`config.mk`:
```
export PLATFORM = sky130hd
export DESIGN_NAME = upc_checkout_fsm
export DESIGN_NICKNAME = d
export VERILOG_FILES = /design/src/rtl/upc_pkg.sv /design/src/rtl/upc_classifier.sv /design/src/rtl/upc_checkout_fsm.sv
export SDC_FILE = /design/constraint.sdc
export NUM_CORES = 1
export LEC_CHECK = 0
export ABC_CLOCK_PERIOD_IN_PS = 1400
export CORE_ASPECT_RATIO = 1.25
export CORE_MARGIN = 2
export CORE_UTILIZATION = 39
export DETAILED_ROUTE_END_ITERATION = 7
export PLACE_DENSITY_LB_ADDON = 0.3
export SLEW_MARGIN = 20
export SYNTH_ARGS = -nofsm -noshare
export SYNTH_HDL_FRONTEND = slang
export SYNTH_SLANG_ARGS = --single-unit
```
`constraint.sdc`:
```
create_clock -name clk -period 1.4 [get_ports clk]
set_clock_uncertainty 0.2 [all_clocks]
set_input_delay 0.35 -clock clk [delete_from_list [all_inputs] [get_ports clk]]
set_output_delay 0.35 -clock clk [all_outputs]
set_load 0.01 [all_outputs]
```
`src/rtl/upc_pkg.sv`:
```
// Shared types, default lookup masks and the saturating-count helper
// for the UPC checkout station.
package upc_pkg;

    typedef enum logic [1:0] {
        ST_IDLE   = 2'd0,
        ST_ACTIVE = 2'd1,
        ST_ALARM  = 2'd2
    } state_e;

    // Default masks for 3-bit codes, upc = {U,P,C}:
    //   discounted  = U&C | P             -> codes 2,3,5,6,7
    //   stolen      = ~P & ~(C&~U)        -> codes 0,4,5 (when unmarked)
    localparam int         UPC_W_DEF          = 3;
    localparam logic [7:0] DISCOUNT_MASK_DEF  = 8'b1110_1100;
    localparam logic [7:0] EXPENSIVE_MASK_DEF = 8'b0011_0001;

    // Increment that sticks at max_value instead of wrapping.
    function automatic logic [31:0] sat_inc(input logic [31:0] value,
                                            input logic [31:0] max_value);
        return (value >= max_value) ? max_value : value + 32'd1;
    endfunction

endpackage

```
`src/rtl/upc_classifier.sv`:
```
// Combinational item classifier: looks the code up in the discount and
// expensive masks; an expensive item without a mark is treated as stolen.
module upc_classifier #(
    parameter int                      UPC_W          = 3,
    parameter logic [2**UPC_W-1:0]     DISCOUNT_MASK  = '0,
    parameter logic [2**UPC_W-1:0]     EXPENSIVE_MASK = '0
) (
    input  logic [UPC_W-1:0] upc,
    input  logic             mark,
    output logic             disc,
    output logic             stol
);

    // Mask lookup by code index.
    always_comb begin
        disc = DISCOUNT_MASK[upc];
        stol = EXPENSIVE_MASK[upc] & ~mark;
    end

endmodule

```
`src/rtl/upc_checkout_fsm.sv`:
```
// Checkout station: transaction FSM (IDLE/ACTIVE/ALARM), saturating item
// and discount counters, and one-cycle discount/stolen/done pulses.
module upc_checkout_fsm
    import upc_pkg::*;
#(
    parameter int                  UPC_W          = UPC_W_DEF,
    parameter int                  CNT_W          = 4,
    parameter logic [2**UPC_W-1:0] DISCOUNT_MASK  = DISCOUNT_MASK_DEF,
    parameter logic [2**UPC_W-1:0] EXPENSIVE_MASK = EXPENSIVE_MASK_DEF
) (
    input  logic             clk,
    input  logic             reset,
    input  logic             start,
    input  logic             scan,
    input  logic [UPC_W-1:0] upc,
    input  logic             mark,
    input  logic             checkout,
    input  logic             ack,
    output logic             discount,
    output logic             stolen,
    output logic [CNT_W-1:0] item_count,
    output logic [CNT_W-1:0] discount_count,
    output logic             alarm,
    output logic             busy,
    output logic             done
);

    localparam logic [31:0] CNT_MAX = 32'((1 << CNT_W) - 1);

    state_e           state_q, state_d;
    logic [CNT_W-1:0] item_count_q, item_count_d;
    logic [CNT_W-1:0] discount_count_q, discount_count_d;
    logic             discount_q, discount_d;
    logic             stolen_q, stolen_d;
    logic             done_q, done_d;
    logic             disc, stol;

    upc_classifier #(
        .UPC_W         (UPC_W),
        .DISCOUNT_MASK (DISCOUNT_MASK),
        .EXPENSIVE_MASK(EXPENSIVE_MASK)
    ) u_classifier (
        .upc (upc),
        .mark(mark),
        .disc(disc),
        .stol(stol)
    );

    // Next-state, counter and pulse logic for the current state and inputs.
    always_comb begin
        // NOTE: every signal gets a default first so no path leaves one
        // unassigned; a missing default here would infer a latch.
        state_d          = state_q;
        item_count_d     = item_count_q;
        discount_count_d = discount_count_q;
        discount_d       = 1'b0;
        stolen_d         = 1'b0;
        done_d           = 1'b0;

        unique case (state_q)
            ST_IDLE: begin
                // A scan coinciding with start is dropped.
                if (start) begin
                    state_d          = ST_ACTIVE;
                    item_count_d     = '0;
                    discount_count_d = '0;
                end
            end
            ST_ACTIVE: begin
                if (scan) begin
                    item_count_d = CNT_W'(sat_inc(32'(item_count_q), CNT_MAX));
                    if (disc) begin
                        discount_count_d = CNT_W'(sat_inc(32'(discount_count_q), CNT_MAX));
                    end
                    discount_d = disc;
                    stolen_d   = stol;
                end
                // A theft pre-empts any checkout issued in the same cycle.
                if (scan && stol) begin
                    state_d = ST_ALARM;
                end else if (checkout) begin
                    state_d = ST_IDLE;
                    done_d  = 1'b1;
                end
            end
            ST_ALARM: begin
                if (ack) begin
                    state_d = ST_ACTIVE;
                end
            end
            default: begin
                state_d = ST_IDLE;
            end
        endcase
    end

    // State and output registers with synchronous reset.
    always_ff @(posedge clk) begin
        // NOTE: flops use non-blocking assignments so every register samples
        // the pre-edge values regardless of statement order.
        if (reset) begin
            state_q          <= ST_IDLE;
            item_count_q     <= '0;
            discount_count_q <= '0;
            discount_q       <= 1'b0;
            stolen_q         <= 1'b0;
            done_q           <= 1'b0;
        end else begin
            state_q          <= state_d;
            item_count_q     <= item_count_d;
            discount_count_q <= discount_count_d;
            discount_q       <= discount_d;
            stolen_q         <= stolen_d;
            done_q           <= done_d;
        end
    end

    assign discount       = discount_q;
    assign stolen         = stolen_q;
    assign item_count     = item_count_q;
    assign discount_count = discount_count_q;
    assign alarm          = (state_q == ST_ALARM);
    assign busy           = (state_q != ST_IDLE);
    assign done           = done_q;

endmodule

```
==> metrics.md <==
| Metric | Value |
|---|---|
| Outcome | finished, violations left |
| Failing checks | negative setup slack |
| Slew HR | 84.21% |
| Final ANT Viol Nets | 0 |
| Final period util | 109.2% |
| Critical path's slowest cell | dfxtp_2 |
| Initial antenna violation count | 0 |
| Predominant post-synthesis flop cell | dfxtp_1 |
| DR WL/cell | roughly 13 um |
| Hold Crit Class | in2reg |
| Die area | approximately 2100 um^2 |
| Gr ovfl total | 0 |
| Synthesized area | 691.9 um^2 |
| Syn_area_per_cell | 8.871 um^2 |
| Most common cell in the netlist | dfxtp_1 |
| CP startpoint | state_q[1] |
| DRT Pass-1 Iters | 4 |
| Diodes inserted | 0 |
| CTS tree | done |
| FF-to-FF path depth | 4 |
| Critical Path RT | around 0.85 ns |
| Crit path time final | 1.529 ns |
| Crit-path cells | or2_4 -> buf_6 |
| Asr flop ratio synth | 0% |
| Number of global-route vias before repair | roughly 760 |
| Switching power | between 0.0002 and 0.00025 W |
| Worst path depth | 2 |
| Nets | 137 |
| Row count | 17 |
| Hold_sp | reset |
| Synth area leaders | dfxtp_1, nand2b_1, a22o_1 |
| Largest fanout on the critical path | 3 |
| Yosys top cell area share | ~38% |
| Horiz. Die Dim | about 42 um |
| Largest net degree at the start of global routing | 8 |
| Worst-path clk slew | ~0.08 ns |
| Root Driver | clkbuf_4 |
| Final Util | 67.03% |
| Switching Share | 25.86% |
| Critical Path Max Stage Delay | 0.34 ns |
| Worst Setup Start Kind | flop |
| WP buf/inv | 1 |
| Clock Path Buffers | 2 |
| Drt via density | ~5.5 |
| Starting density of the core | between 40% and 50% |
| Final Hold Vio Count | 0 |
| Synth Instances | between 70 and 80 |
| Comb pwr share | roughly a fifth |
| # Max-Cap Violations | 0 |
| Port Buffer Count | 22 |
| Final-report setup violation count | 11 |
| Leakage Power | ~0.52 nW |
| Reg-to-reg startpoint | state_q[1] |
| YS warnings | 0 |
| CTS Sinks | 13 |
| Syn_nets | 90 |
| Fillers | 145 |
| Most frequent cells after synthesis | dfxtp_1, nand2b_1, a21oi_1, nand3_1, inv_1 |
| P_int | 0.0005825 W |
| Die H | between 50 and 60 um |
| DR vias | approximately 790 |
| FF+latch count, synth | 13 |
| Cell Pwr Density | approximately 680 nW/um^2 |
| DR iter-0 viols | 17 |
| Area grow syn2layout | 66.91% |
| Flop pwr share | between 40% and 50% |
| Setup repair after global routing missed its margin | true |
| Dominant cell type by area after synthesis | dfxtp_1 |
| Share of cells above drive strength 1 | approximately 48% |
| Worst vdd rail ir drop | 0.0004057 V |
| Setup slack, reg-to-reg | -0.07 ns |
| GR Util All Layers | around 19% |
| Peak Freq | about 650 MHz |
| H-tree levels | 1 |
| Hold slack | around 0.29 ns |
| Routability-driven placement congestion ratio | 0.8026 |
| Critical R2R Capture | discount_count[2] |
| Detailed-route wire length | just under 2000 um |
| Number of remaining DRC errors | 0 |
| Top Family by Delay on Critical Path | flip-flops |
| Core Area | ~1700 um^2 |
| Slew @ Worst Pin | about 0.23 ns |
| Post-synthesis sequential area ratio | a little under two fifths |
| DP HPWL | 1362 um |
| Critical path type | reg2out |
| IO Pins | 23 |
| Clk_lat worst skew | around 0.28 ns |
| Slack of the critical path | -0.1287 ns |
| Slew Limit Fails | 0 |
| Worst Setup EP | busy |
| CTS Buf Count | 3 |
| Netlist cell types | 30 |
| First-pass GRT wire length | roughly 3200 um |
| Post-synth EDFFs | 0 |
| Clk pwr share | around 31% |
| Critical path endpoint category | primary output |
| Critical path arrival | roughly 0.98 ns |
-- area by class of cell --
cell class | count | area (um^2) | share of cell area [%]
multi-input combinational | 57 | 441.7 | 38.24
timing repair buffer | 45 | 372.9 | 32.29
sequential | 13 | 271.5 | 23.51
clock buffer | 4 | 26.28 | 2.275
tap | 19 | 23.77 | 2.059
inverter | 5 | 18.77 | 1.625
-- how the worst min path moves through the flow --
stage               cells past startpoint           endpoint  slack, ns
finish                                  2         state_q[1]       0.29
global route                            2         state_q[1]       0.31
CTS                                     2         state_q[1]       0.25
detailed placement                      2  discount_count[2]       0.37
global placement                        2  discount_count[2]       0.36
floorplan                               2               done       0.27
-- cells in the final DEF (no fill, tap or decap), types with 3 or more instances in the layout --
cell             instances
a21oi_1                  5
a22o_1                   4
a31oi_1                  3
buf_2                    3
buf_4                   21
buf_6                    3
clkbuf_2                 3
clkbuf_4                 3
clkdlybuf4s15_2          6
clkdlybuf4s50_1          4
dfxtp_1                  4
dfxtp_2                  9
dlygate4sd2_1            5
inv_1                    5
nand2_1                  3
nand2b_1                 7
nand3_1                  6
-- what timing repair did --
| action | in CTS | in global routing |
|---|---|---|
| gates resized for setup | 57 | 13 |
| endpoints found under the setup margin | 25 | 23 |
| hold buffers | 0 | 0 |
| pin swaps | 7 | 3 |
| setup buffers | 4 | 1 |
| cloned | 0 | 0 |
-- power by group through the flow --
stage	sequential (W)	combinational, W	clock (W)
2_1_floorplan	0.000393	0.0000584	0
3_3_place_gp	0.000389	0.000131	0
3_5_place_dp	0.000389	0.000135	0
4_1_cts	0.000382	0.000151	0.000244
5_1_grt	0.000383	0.000172	0.000257
6_report	0.000383	0.000161	0.000242
-- flip-flops by register name, summed over array words and instances (netlist names) --
signal / flops
stolen: 1
item_count: 4
done: 1
state_q: 2
discount: 1
discount_count: 4
-- kinds of logic (layout without fill, tap and decap cells) --
| group | after synthesis | in the layout | share of synthesized area [%] |
|---|---|---|---|
| AOI/OAI and AO/OA | 24 | 24 | 24.59 |
| adders and majority gates | 2 | 2 | 3.616 |
| buffers and inverters | 8 | 54 | 5.785 |
| DFF | 13 | 13 | 37.61 |
| muxes | 1 | 1 | 1.627 |
| and+or+nand+nor | 30 | 30 | 26.76 |
-- metrics by stage --
stage	instance area [um^2]	TNS (ns)	instances	power (W)	worst slack (ns)
after floorplan	691.9	0	78	0.0004518	0.02403
after global placement	1057	-5.305	135	0.0005206	-0.4458
after detailed placement	1057	-5.923	135	0.0005241	-0.4817
after CTS	1147	-0.5875	142	0.0007770	-0.1225
after global routing	1155	-1.312	143	0.0008129	-0.1488
final	1155	-0.6298	143	0.0007856	-0.1287
-- metal layers --
layer / GRT usage [%] / part of all wire [%]
met4: 10.75 / 2.6
met5: 0 / 0
met1: 21.91 / 43
met2: 33.33 / 49
met3: 3.887 / 4.7
No activity file was read; power rests on OpenSTA's default activity.
